**config.mk**
```make
export PLATFORM = sky130hd
export DESIGN_NAME = fetch_issue_queue_flat
export DESIGN_NICKNAME = d
export VERILOG_FILES = /design/src/rtl/fetch_pkg.sv /design/src/rtl/fetch_issue_queue_if.sv /design/src/rtl/issue_pair_checker.sv /design/src/rtl/fetch_issue_queue.sv /design/src/flat_wrapper.sv
export SDC_FILE = /design/constraint.sdc
export NUM_CORES = 1
export LEC_CHECK = 0
export CAP_MARGIN = 20
export CORE_MARGIN = 8
export CORE_UTILIZATION = 40
export CTS_CLUSTER_SIZE = 28
export DETAILED_ROUTE_END_ITERATION = 12
export HOLD_SLACK_MARGIN = 0.02
export PLACE_DENSITY = 0.69
export SYNTH_ARGS = -nofsm -noshare
export SYNTH_HDL_FRONTEND = slang
export SYNTH_SLANG_ARGS = --single-unit
```
**constraint.sdc**
```tcl
create_clock -name clk -period 8.4 [get_ports clk]
set_clock_uncertainty 0.05 [all_clocks]
set_input_delay 1.26 -clock clk [delete_from_list [all_inputs] [get_ports clk]]
set_output_delay 1.26 -clock clk [all_outputs]
set_load 0.005 [all_outputs]
```
**src/rtl/fetch_pkg.sv**
```systemverilog
// rtl/fetch_pkg.sv - shared constants, opcodes and queue entry type for the fetch/issue queue
package fetch_pkg;

    localparam logic [31:0] NOP = 32'h0000_0013;

    localparam logic [6:0] OP_LOAD   = 7'b0000011;
    localparam logic [6:0] OP_STORE  = 7'b0100011;
    localparam logic [6:0] OP_BRANCH = 7'b1100011;
    localparam logic [6:0] OP_JAL    = 7'b1101111;
    localparam logic [6:0] OP_JALR   = 7'b1100111;

    typedef struct packed {
        logic [31:0] instr;
        logic [31:0] pc;
    } queue_entry_t;

    function automatic logic is_mem_op(input logic [6:0] op);
        return (op == OP_LOAD) || (op == OP_STORE);
    endfunction

endpackage

```
**src/rtl/fetch_issue_queue_if.sv**
```systemverilog
// rtl/fetch_issue_queue_if.sv - instruction memory request/response bus
interface fetch_issue_queue_if;

    logic        imem_req;
    logic [31:0] imem_addr;
    logic [63:0] imem_rdata;
    logic        imem_valid;

    modport master (
        output imem_req,
        output imem_addr,
        input  imem_rdata,
        input  imem_valid
    );

    modport slave (
        input  imem_req,
        input  imem_addr,
        output imem_rdata,
        output imem_valid
    );

endinterface

```
**src/rtl/issue_pair_checker.sv**
```systemverilog
// rtl/issue_pair_checker.sv - decides whether two adjacent instructions may issue together
module issue_pair_checker
    import fetch_pkg::*;
(
    input  logic [31:0] ins0,
    input  logic [31:0] ins1,
    output logic        pair_ok
);

    logic [6:0] op0;
    logic [6:0] op1;
    logic [4:0] rd0;
    logic [4:0] rd1;
    logic [4:0] rs1_1;
    logic [4:0] rs2_1;
    logic       raw;
    logic       waw;
    logic       both_mem;
    logic       ctl0;
    logic       unused_fields;

    assign op0   = ins0[6:0];
    assign op1   = ins1[6:0];
    assign rd0   = ins0[11:7];
    assign rd1   = ins1[11:7];
    assign rs1_1 = ins1[19:15];
    assign rs2_1 = ins1[24:20];

    // Register fields are compared regardless of format; a false hazard only costs a cycle.
    assign raw      = (rd0 != 5'd0) && ((rs1_1 == rd0) || (rs2_1 == rd0));
    assign waw      = (rd0 != 5'd0) && (rd1 == rd0);
    assign both_mem = is_mem_op(op0) && is_mem_op(op1);
    assign ctl0     = (op0 == OP_BRANCH) || (op0 == OP_JAL) || (op0 == OP_JALR);

    assign pair_ok = !(raw || waw || both_mem || ctl0);

    assign unused_fields = ^{ins0[31:12], ins1[31:25], ins1[14:12]};

endmodule

```
**src/rtl/fetch_issue_queue.sv**
```systemverilog
// rtl/fetch_issue_queue.sv - fetch queue and issue stage; FETCH_DUAL_ISSUE_EN enables slot 1 and the pair checker
module fetch_issue_queue
    import fetch_pkg::*;
#(
    parameter int          DEPTH    = 8,
    parameter logic [31:0] RESET_PC = 32'h0000_0000
) (
    input  logic                       clk,
    input  logic                       rst,
    fetch_issue_queue_if.master        imem,
    input  logic                       stall,
    input  logic                       flush,
    input  logic [31:0]                flush_pc,
    output logic [31:0]                instruction0,
    output logic [31:0]                instruction1,
    output logic                       datapath_1_enable,
    output logic                       datapath_2_enable,
    output logic [31:0]                issue_pc
);

    localparam int AW = $clog2(DEPTH);
    localparam int CW = AW + 1;

    typedef logic [AW-1:0] ptr_t;
    typedef logic [CW-1:0] cnt_t;

    queue_entry_t q_mem [DEPTH];
    ptr_t         head;
    ptr_t         tail;
    cnt_t         count;

    logic [31:0]  fetch_pc;
    logic [28:0]  req_base;
    logic         req_odd;
    logic         pending;
    logic         discard;

    logic         resp_fire;
    logic         push_fire;
    logic [1:0]   push_n;
    logic [1:0]   pop_n;
    logic         issue_one;
    logic         issue_two;
    logic         issued;
    logic         dual_ok;
    queue_entry_t head_e;

    // At most one request in flight, and only when a full pair is guaranteed to fit.
    assign imem.imem_req  = !rst && !flush && !pending && (count <= cnt_t'(DEPTH - 2));
    assign imem.imem_addr = {fetch_pc[31:3], 3'b000};

    assign resp_fire = imem.imem_valid && pending;
    assign push_fire = resp_fire && !discard && !flush;
    assign push_n    = !push_fire ? 2'd0 : (req_odd ? 2'd1 : 2'd2);
    assign head_e    = q_mem[head];
    assign issued    = issue_one || issue_two;

    // Issue selection: pair when two entries exist and the checker allows it, else head alone.
    always_comb begin
        issue_one = 1'b0;
        issue_two = 1'b0;
        pop_n     = 2'd0;
        if (!stall && !flush) begin
            if ((count >= cnt_t'(2)) && dual_ok) begin
                issue_two = 1'b1;
                pop_n     = 2'd2;
            end else if (count != '0) begin
                issue_one = 1'b1;
                pop_n     = 2'd1;
            end
        end
    end

    // Fetch address, outstanding request and stale-response tracking.
    always_ff @(posedge clk) begin
        if (rst) begin
            fetch_pc <= RESET_PC;
            req_base <= '0;
            req_odd  <= 1'b0;
            pending  <= 1'b0;
            discard  <= 1'b0;
        end else if (flush) begin
            fetch_pc <= flush_pc;
            pending  <= pending && !imem.imem_valid;
            discard  <= pending && !imem.imem_valid;
        end else begin
            if (resp_fire) begin
                pending <= 1'b0;
                discard <= 1'b0;
            end
            if (imem.imem_req) begin
                pending  <= 1'b1;
                req_base <= fetch_pc[31:3];
                req_odd  <= fetch_pc[2];
                fetch_pc <= {fetch_pc[31:3] + 29'd1, 3'b000};
            end
        end
    end

    // Queue pointers and occupancy; push and pop net out in the same cycle.
    always_ff @(posedge clk) begin
        if (rst || flush) begin
            head  <= '0;
            tail  <= '0;
            count <= '0;
        end else begin
            head  <= head + ptr_t'(pop_n);
            tail  <= tail + ptr_t'(push_n);
            count <= count + cnt_t'(push_n) - cnt_t'(pop_n);
        end
    end

    // Queue storage; an odd fetch target only keeps the upper word of the pair.
    always_ff @(posedge clk) begin
        if (push_fire) begin
            if (req_odd) begin
                q_mem[tail] <= '{instr: imem.imem_rdata[63:32], pc: {req_base, 3'b100}};
            end else begin
                q_mem[tail]               <= '{instr: imem.imem_rdata[31:0],  pc: {req_base, 3'b000}};
                q_mem[tail + ptr_t'(1)]   <= '{instr: imem.imem_rdata[63:32], pc: {req_base, 3'b100}};
            end
        end
    end

    // Slot 0 issue register; issue_pc follows the PC carried with the head entry.
    always_ff @(posedge clk) begin
        if (rst) begin
            datapath_1_enable <= 1'b0;
            instruction0      <= NOP;
            issue_pc          <= RESET_PC;
        end else if (flush) begin
            datapath_1_enable <= 1'b0;
            instruction0      <= NOP;
            issue_pc          <= flush_pc;
        end else if (!stall) begin
            datapath_1_enable <= issued;
            instruction0      <= issued ? head_e.instr : NOP;
            if (issued) begin
                issue_pc <= head_e.pc;
            end
        end
    end

`ifdef FETCH_DUAL_ISSUE_EN
    logic [31:0] next_instr;
    logic        pair_ok;

    assign next_instr = q_mem[head + ptr_t'(1)].instr;

    issue_pair_checker u_pair_checker (
        .ins0    (head_e.instr),
        .ins1    (next_instr),
        .pair_ok (pair_ok)
    );

    assign dual_ok = pair_ok;

    // Slot 1 issue register.
    always_ff @(posedge clk) begin
        if (rst || flush) begin
            datapath_2_enable <= 1'b0;
            instruction1      <= NOP;
        end else if (!stall) begin
            datapath_2_enable <= issue_two;
            instruction1      <= issue_two ? next_instr : NOP;
        end
    end
`else
    assign dual_ok           = 1'b0;
    assign datapath_2_enable = 1'b0;
    assign instruction1      = NOP;
`endif

endmodule

```
**src/flat_wrapper.sv**
```systemverilog
// flat-port wrapper written by rule: the top's interface ports become plain ports
module fetch_issue_queue_flat import fetch_pkg::*;
#(
    parameter int          DEPTH    = 8,
    parameter logic [31:0] RESET_PC = 32'h0000_0000
)
  (clk, rst, stall, flush, flush_pc, instruction0, instruction1, datapath_1_enable, datapath_2_enable, issue_pc, imem_imem_req, imem_imem_addr, imem_imem_rdata, imem_imem_valid);
  fetch_issue_queue_if imem_i ();
  input  logic clk;
  input  logic rst;
  input  logic stall;
  input  logic flush;
  input  logic [31:0] flush_pc;
  output logic [31:0] instruction0;
  output logic [31:0] instruction1;
  output logic datapath_1_enable;
  output logic datapath_2_enable;
  output logic [31:0] issue_pc;
  output wire logic [$bits(imem_i.imem_req)-1:0] imem_imem_req;
  output wire logic [$bits(imem_i.imem_addr)-1:0] imem_imem_addr;
  input wire logic [$bits(imem_i.imem_rdata)-1:0] imem_imem_rdata;
  input wire logic [$bits(imem_i.imem_valid)-1:0] imem_imem_valid;
  assign imem_imem_req = imem_i.imem_req;
  assign imem_imem_addr = imem_i.imem_addr;
  assign imem_i.imem_rdata = imem_imem_rdata;
  assign imem_i.imem_valid = imem_imem_valid;
  fetch_issue_queue #(.DEPTH(DEPTH), .RESET_PC(RESET_PC)) u_core (.clk(clk), .rst(rst), .imem(imem_i), .stall(stall), .flush(flush), .flush_pc(flush_pc), .instruction0(instruction0), .instruction1(instruction1), .datapath_1_enable(datapath_1_enable), .datapath_2_enable(datapath_2_enable), .issue_pc(issue_pc));
endmodule
```
==> summary.md, run 1 <==
| Metric | Value |
|---|---|
| Max_cap viols | 0 |
| Die Area | 0.0849 mm2 |
| RSZ-0062 raised after global routing | no |
| Post-CTS Repair Setup Buffers | 0 |
| Die Height | 291 um |
| Antenna Nets Post-Route | 0 |
| Finished Core Util | 46.1% |
| Root Buffer | clkbuf_16 |
| CTS Hold Buffers Added | 0 |
| Combinational power share | about 5% |
| Grt total ovfl | 0 |
| Pins over their slew limit | 0 |
| Post-synth EDFFs | just under 500 |
| Pin count of the biggest net entering global routing | 94 |
| Data required time of the worst path | 7090 ps |
| P_leak | 11.5 nW |
| Post-synth cell types | between 60 and 70 |
| Sw power | 1.49 mW |
| CP Launch Type | input port |
| TritonCTS clock tree | done |
| Kind of critical path | in -> out |
| Post-CTS Resized | 0 |
| Yosys Warn Count | 0 |
| Gr usage total | 19.9% |
| Via density | approximately 6.2 |
| Critical Path AT | 3760 ps |
| Cells after Synth | 2281 |
| Initial DRC count | 2612 |
| Internal Pwr Total | 5.19 mW |
| # DRC | 0 |
| Clock-pin slew on the worst setup and hold paths | about 50 ps |
| Routability Congestion | 0.911 |
| Max clock buf depth | 3 |
| Antenna violations before repair | 5 |
| Area Growth Syn to Fin | 14.7% |
| Final hold viol count | 0 |
| Vias in the first global route | a little over 20000 |
| Ys async rst share | 0% |
| Drt wl/cell | ~26 um |
| CORE AREA | 0.0756 mm2 |
| Routed wire length | 87900 um |
| Hold WS | about 400 ps |
| FP Rows | around 100 |
| Post-synthesis sequential area ratio | 57.9% |
| Worst VDD drop | about 0.15 mV |
| Tcrit/Tclk final | approximately three fifths |
| Ports | 232 |
| Pwr dens | 192 mW/mm2 |
| Sink Count | roughly 630 |
| Die Wd | 291 um |
| Initial core utilization | between 40% and 50% |
| Average size of a mapped cell | around 13 um2 |
| Synth Flop Type | edfxtp_1 |
| Drt pass-1 iters | 5 |
| Sequential Power Share | 51.2% |
| Number of clock buffers inserted by TritonCTS | 69 |
| Commonest non-fill, non-tap cells in the layout | 488 x edfxtp_1, 256 x o2bb2ai_1, 210 x a21boi_0, 193 x clkdlybuf4s50_1, 142 x dfxtp_1 |
| FF+latch count, synth | 633 |
| Max_slew headroom | approximately a third |
| Port buffer count | roughly 200 |
| Fin nets | 2424 |
| Tmin final | 5070 ps |
| Fmax | 0.197 GHz |
| Clock Latency Late Sink | roughly 610 ps |
| First-pass GRT wire length | 132000 um |
| H-tree Lvls | 3 |
| Switching share of power | roughly 22% |
| Post-Syn Area | around 0.030 mm2 |
| Most common cell after layout, fill and taps aside | edfxtp_1 |
| Fin Setup TNS | 0 ps |
| Via count | 20700 |
| Final Setup Violations | 0 |
| Worst Tran Pin Value | 1030 ps |
| Clock power share | 43.6% |
| Status | complete, no violations |
| Dpl hpwl | 54600 um |
| Crit. End Element | primary output |
| Max FO, Critical Path | 93 |
| Share of cells above drive strength 1 | 13.4% |
| Worst hold path type | reg -> reg |
| Slack of the worst reg-to-reg path | 3990 ps |
## final timing paths
check,startpoint,to,cells after the start
worst max-delay path,rst,imem_imem_req,8
worst min-delay path,u_core.instruction0[29],u_core.instruction0[29],2
worst max register to register,u_core.tail[0],u_core.q_mem[4][10],7
worst min register to register,u_core.instruction0[29],u_core.instruction0[29],2
## routing by layer
layer  vias up  part of all wire (%)  global-route usage [%]
li1       8890                     -                       -
met1     10400                    40                    26.8
met2      1233                    47                    32.0
met3       181                    10                    4.32
met4         4                   2.7                    6.56
met5         -                 0.027                       0
## final cells by class
cell class,instances,area [um2]
Fill cell,6598,40800
Sequential cell,633,17600
Multi-Input combinational cell,1330,11400
Timing Repair Buffer,252,2400
Clock buffer,103,1970
Tap cell,978,1220
Clock inverter,21,175
Inverter,23,86.3
Antenna cell,2,5.00
## cell usage after synthesis, types with 5 or more instances
cell	instances	area, um2
nand2b_1	40	250
nand3_1	50	250
o22ai_1	25	156
nor4_1	6	37.5
o31ai_1	7	52.6
nand2_1	131	492
clkbuf_1	152	571
o311ai_0	5	43.8
o2bb2ai_1	256	2240
o21ai_0	66	330
mux2i_1	90	901
buf_2	53	265
and2_1	15	93.8
o221ai_1	6	52.6
edfxtp_1	488	14700
a22oi_1	19	143
a21oi_1	47	235
dfxtp_1	145	2900
or3_1	7	43.8
buf_4	68	510
inv_1	21	78.8
a21boi_0	210	1580
nor2_1	31	116
and4_1	5	43.8
o31a_1	5	43.8
nor3_1	11	55.1
xnor2_1	7	61.3
a211oi_1	13	97.6
a31oi_1	12	75.1
ha_1	12	150
xor2_1	7	61.3
and3_1	8	50.1
nand4_1	10	62.6
o22a_1	9	78.8
mux4_2	124	2790
buf_1	56	210
## flip-flops by register name (all words and copies together) (netlist names)
signal,flops
u_core.req_odd,1
u_core.pending,1
u_core.datapath_1_enable,1
u_core.tail,3
u_core.count,4
u_core.head,3
u_core.q_mem,496
u_core.discard,1
u_core.fetch_pc,30
u_core.instruction0,32
u_core.issue_pc,32
u_core.req_base,29
## critical path, stage by stage
cell,delay [ps]
buf_2,80
buf_4,720
nor2_1,190
o21ai_4,100
buf_4,370
inv_1,270
buf_16,240
clkdlybuf4s50_1,460
## power by group through the flow
stage          sequential (mW)  clock [mW]  combinational, mW
3_5_place_dp              3.49           0              0.336
4_1_cts                   3.42        2.95              0.338
2_1_floorplan             3.46           0              0.217
5_1_grt                   3.43        3.07              0.372
3_3_place_gp              3.49           0              0.329
6_report                  3.42        2.91              0.343
## cells by family (layout without fill, tap and decap cells)
kind of cell / after synthesis / in the layout / synth area share, %
simple gates: 339 / 339 / 5.63
xor+xnor: 14 / 14 / 0.404
other cells: 2 / 38 / 0.0248
fa+ha+maj: 14 / 14 / 0.627
compound gates: 709 / 709 / 17.7
flops: 633 / 633 / 57.9
mux: 218 / 218 / 12.3
buf+inv: 352 / 399 / 5.41
## per-stage QoR
step                setup WS [ps]  power, mW  area, um2  instances
floorplan                    1500       3.67      30500       2315
global placement             3090       3.81      32600       3215
detailed placement           3080       3.82      32600       3215
CTS                          3080       6.71      34800       3339
global route                 3150       6.86      34800       3340
finish                       3330       6.68      34800       3342
Power figures use the tool's default switching activity.
==> run 2: changes to the inputs <==
Clock period 8.4 ns to 4.8 ns, I/O delays scaled along.
==> summary.md, run 2 (same netlist as run 1, synthesis figures left out) <==
| Metric | Value |
|---|---|
| Status | complete, no violations |
| Pwr dens | 343 mW/mm2 |
| Routability Congestion | 0.891 |
| Pins over their slew limit | 0 |
| Most common cell after layout, fill and taps aside | edfxtp_1 |
| Post-CTS Repair Setup Buffers | 0 |
| Worst hold path type | reg -> reg |
| Max FFs per register | 496 |
| Tcrit/Tclk final | around three quarters |
| Worst Reg-to-Reg Cells | 7 |
| Final Setup Violations | 0 |
| Drt pass-1 iters | 8 |
| Tmin final | approximately 3600 ps |
| Hold depth | 2 |
| Design Area, Final | 0.0353 mm2 |
| Routing usage on met2 | 32.8% |
| Area post-placement | roughly 0.033 mm2 |
| TritonCTS clock tree | done |
| H-tree Lvls | 3 |
| Worst Tran Pin Value | 1050 ps |
| Final hold viol count | 0 |
| Critical Path AT | 2820 ps |
| Clock-pin slew on the worst setup and hold paths | approximately 60 ps |
| Port buffer count | 195 |
| Worst hold start | u_core.instruction0[3] |
| Worst path cell trace | inv_1 > ha_1 > a211oi_1 > buf_4 > o21ai_4 > inv_1 > buf_4 > clkdlybuf4s50_1 |
| Initial DRC count | 2281 |
| Grt total ovfl | 0 |
| Worst VDD drop | about 0.23 mV |
| Multi-input gate area | 0.0114 mm2 |
| P_leak | approximately 12 nW |
| FP Rows | about 100 |
| Worst Hold End | u_core.instruction0[3] |
| Sequential Area | 0.0176 mm2 |
| Root Buffer | clkbuf_16 |
| Area Growth Syn to Fin | 16.3% |
| R2r startpoint | u_core.tail[0] |
| CTS Hold Buffers Added | 0 |
| Share of cells above drive strength 1 | between 10% and 20% |
| Crit path from | u_core.count[3] |
| Data required time of the worst path | 4030 ps |
| Max_slew headroom | 30.3% |
| Die Area | ~0.085 mm2 |
| Die Height | slightly below 300 um |
| Antenna violations before repair | 4 |
| CORE AREA | ~0.076 mm2 |
| Drt wl/cell | 26.6 um |
| Vias in the first global route | between 20000 and 25000 |
| Routing usage on met1 | between 20% and 30% |
| Max FO, Critical Path | 40 |
| Slack of the worst reg-to-reg path | 1380 ps |
| Setup WS pre-CTS | 1040 ps |
| Commonest non-fill, non-tap cells in the layout | 488 x edfxtp_1, 256 x o2bb2ai_1, 210 x a21boi_0, 193 x clkdlybuf4s50_1, 142 x dfxtp_1 |
| Pin count of the biggest net entering global routing | 94 |
| Fin nets | 2450 |
| CP Launch Type | flip-flop |
| Crit. End Element | primary output |
| Tot Pwr | between 10 and 15 mW |
| Max_cap viols | 0 |
| Via count | 20900 |
| Fmax | 0.278 GHz |
| # DRC | 0 |
| Via density | 6.21 |
| Kind of critical path | reg -> out |
| Initial core utilization | 40.2% |
| Number of clock buffers inserted by TritonCTS | 71 |
| Post-CTS Resized | 0 |
| Antenna Nets Post-Route | 0 |
| Largest delay share family, worst path | buffers and inverters |
| Largest stage delay, worst path | 590 ps |
| Largest Register | u_core.q_mem |
| Buf+Inv Stages, Crit Path | 5 |
| R2r endpoint | u_core.q_mem[6][60] |
| Clock Latency Late Sink | around 620 ps |
| First-pass GRT wire length | ~130000 um |
| Ports | 232 |
| RSZ-0062 raised after global routing | no |
| Max clock buf depth | 3 |
| Slowest CP cell | clkdlybuf4s50_1 |
| Dpl hpwl | 54800 um |
| Sink Count | 633 |
| Routed wire length | 89500 um |
| Fin Setup TNS | 0 ps |
| Met3 GRT Util | 4.69% |
| Die Wd | 291 um |
| Gr usage total | between 20 and 25% |
| Fin worst setup slack | 1210 ps |
| Busiest grt layer | met2 |
| # fillers | 6575 |
| Biggest regs | u_core.q_mem: 496 flops, u_core.instruction0: 32 flops, u_core.issue_pc: 32 flops |
-- run 2: worst max path at each step --
stage	slack (ps)	cells past startpoint	end
finish	1210	8	imem_imem_req
global route	1050	8	imem_imem_req
CTS	1190	8	imem_imem_req
detailed placement	1040	7	u_core.q_mem[6][49]
global placement	1020	7	u_core.q_mem[6][49]
floorplan	90	5	u_core.q_mem[1][10]
-- run 2: worst register-to-register path: cells and delay by family, from the launching register on --
kind | cells | cell delay [ps]
adder cells (fa/ha/maj) | 1 | 510
buffers and inverters | 2 | 960
flip-flops | 1 | 770
AND/OR/NAND/NOR | 4 | 730
-- run 2: power by group --
part	total (mW)	switching, mW	internal (mW)
Clock	5.52	2.24	3.28
Sequential	5.98	0.0899	5.89
Combinational	0.607	0.331	0.275
Total	12.1	2.67	9.45
-- run 2: layout make-up --
type                    count  area share (%)
clock inverters            36            1.33
multi-input cells        1330            32.3
diodes                      1         0.00709
inverters                  23           0.245
flip-flops and latches    633            49.8
repair buffers            276            7.59
clock buffers              94            5.34
well taps                 978            3.47
-- run 2: layer usage --
layer  wire (um)  share of wire (%)  vias up
li1            -                  -     8936
met1       34600                 39    10500
met2       42400                 47     1268
met3        9730                 11      209
met4        2770                3.1        6
met5          40              0.045        -
-- run 2: per-stage QoR --
stage	utilization, %	hold slack [ps]	std cells
after CTS	46.7	408	3370
after global placement	43.6	390	3240
after detailed placement	43.6	396	3240
after global routing	46.7	427	3371
final	46.7	405	3371
after floorplan	-	382	2315
==> run 3: changes to the inputs <==
Clock period 4.8 ns to 3.55 ns, I/O delays scaled along.
==> summary.md, run 3 (same netlist as run 1, synthesis figures left out) <==
| Metric | Value |
|---|---|
| Critical Path AT | 3550 ps |
| Area post-placement | ~0.033 mm2 |
| Drt pass-1 iters | 5 |
| Antenna violations before repair | 3 |
| Data required time of the worst path | 3990 ps |
| Number of clock buffers inserted by TritonCTS | 70 |
| Largest Register | u_core.q_mem |
| CTS Hold Buffers Added | 0 |
| RSZ-0062 raised after global routing | no |
| Max FO, Critical Path | 12 |
| H-tree Lvls | 3 |
| Commonest non-fill, non-tap cells in the layout | 488 x edfxtp_1, 256 x o2bb2ai_1, 210 x a21boi_0, 193 x clkdlybuf4s50_1, 142 x dfxtp_1 |
| CP Launch Type | flip-flop |
| FP Rows | 101 |
| Largest stage delay, worst path | approximately 520 ps |
| Die Height | 291 um |
| TritonCTS clock tree | done |
| Die Wd | a little under 300 um |
| Via density | 6.21 |
| Area Growth Syn to Fin | 16.7% |
| Vias in the first global route | 21700 |
| Post-CTS Repair Setup Buffers | 0 |
| Antenna Nets Post-Route | 0 |
| Worst hold path type | in -> reg |
| Tmin final | 3110 ps |
| Max FFs per register | just under 500 |
| Slowest CP cell | nor3b_1 |
| Fmax | 0.321 GHz |
| CORE AREA | 0.0756 mm2 |
| Setup WS pre-CTS | between 300 and 400 ps |
| Clock Latency Late Sink | 620 ps |
| Initial core utilization | 40.2% |
| Final hold viol count | 0 |
| Via count | roughly 21000 |
| # DRC | 0 |
| Max clock buf depth | 3 |
| Root Buffer | clkbuf_16 |
| Worst path cell trace | inv_1 > ha_1 > nor3b_1 > or2_2 > nor2_1 > buf_4 > ha_1 > inv_1 > ha_1 > fa_1 > xnor2_1 > nor2_1 |
| Post-CTS Resized | 0 |
| Placed cell count | 3246 |
| Initial DRC count | 2220 |
| # fillers | 6555 |
| Largest delay share family, worst path | simple AND/OR/NAND/NOR gates |
| Dpl hpwl | 53100 um |
| Grt total ovfl | 0 |
| Sink Count | 633 |
| Max_cap viols | 0 |
| Pin count of the biggest net entering global routing | 85 |
| Status | complete, no violations |
| Tcrit/Tclk final | 87.7% |
| Drt wl/cell | 26.9 um |
| Final Setup Violations | 0 |
| CP most frequent cell | ha_1 |
| Die Area | ~0.085 mm2 |
| P_leak | 11.8 nW |
| Crit. End Element | flip-flop |
| Fin nets | 2455 |
| First-pass GRT wire length | 137000 um |
| Pwr dens | 461 mW/mm2 |
| Kind of critical path | reg -> reg |
| Fin Setup TNS | 0 ps |
| Clock-pin slew on the worst setup and hold paths | 60 ps |
| Most common cell after layout, fill and taps aside | edfxtp_1 |
| Fin worst setup slack | 436 ps |
| Share of cells above drive strength 1 | 14.9% |
| Gr usage total | 20.8% |
| Routed wire length | 91000 um |
| Worst VDD drop | 0.328 mV |
| Biggest regs | u_core.q_mem: 496 flops, u_core.instruction0: 32 flops, u_core.issue_pc: 32 flops |
| Max_slew headroom | 40.8% |
| Buf+Inv Stages, Crit Path | 3 |
| Port buffer count | 195 |
| Routability Congestion | 0.880 |
| Pins over their slew limit | 0 |
| Worst Tran Pin Value | 881 ps |
| Ports | 232 |
| Final std cells w/o fill | 3377 |
| Finished Core Util | 46.9% |
| Design Area, Final | 0.0354 mm2 |
run 3: path summary, 6_finish.rpt:
path | start | endpoint | slack [ps] | depth (start not counted)
min | rst | u_core.pending | 140 | 2
max | u_core.count[2] | u_core.count[2] | 440 | 12
max reg2reg | u_core.count[2] | u_core.count[2] | 440 | 12
min reg2reg | u_core.instruction0[21] | u_core.instruction0[21] | 400 | 2
run 3: power breakdown:
| group | leakage (nW) | switching (mW) | internal [mW] |
|---|---|---|---|
| combinational | 3.98 | 0.450 | 0.379 |
| sequential | 6.68 | 0.118 | 7.97 |
| clock | 1.14 | 3.08 | 4.32 |
| total | 11.8 | 3.65 | 12.7 |
run 3: metal layers:
layer  vias to the layer above  part of all wire, %  GRT usage, %
li1                       8949                    -             -
met1                     10600                   39          27.0
met2                      1266                   48          34.3
met3                       189                   11          4.77
met4                         2                  2.6          6.77
met5                         -                0.011             0
run 3: per-stage QoR:
step / hold slack [ps] / total power [mW]
after detailed placement: 393 / 9.06
after global routing: 127 / 16.8
final: 137 / 16.3
after floorplan: 382 / 8.69
after CTS: 104 / 16.4
after global placement: 390 / 9.04
run 3: cell type report:
class                   count  area, um2  area share [%]
multi-input cells        1330      11400            32.1
inverters                  23       86.3           0.244
well taps                 978       1220            3.45
flip-flops and latches    633      17600            49.6
clock inverters            34        392            1.11
repair buffers            282       2840            8.00
clock buffers              95       1940            5.47
diodes                      2       5.00          0.0141
run 3: worst register-to-register path, stage by stage (launching register included):
cell,delay (ps)
dfxtp_1,320
inv_1,80
ha_1,140
nor3b_1,520
or2_2,440
nor2_1,80
buf_4,190
ha_1,270
inv_1,40
ha_1,220
fa_1,440
xnor2_1,170
nor2_1,60
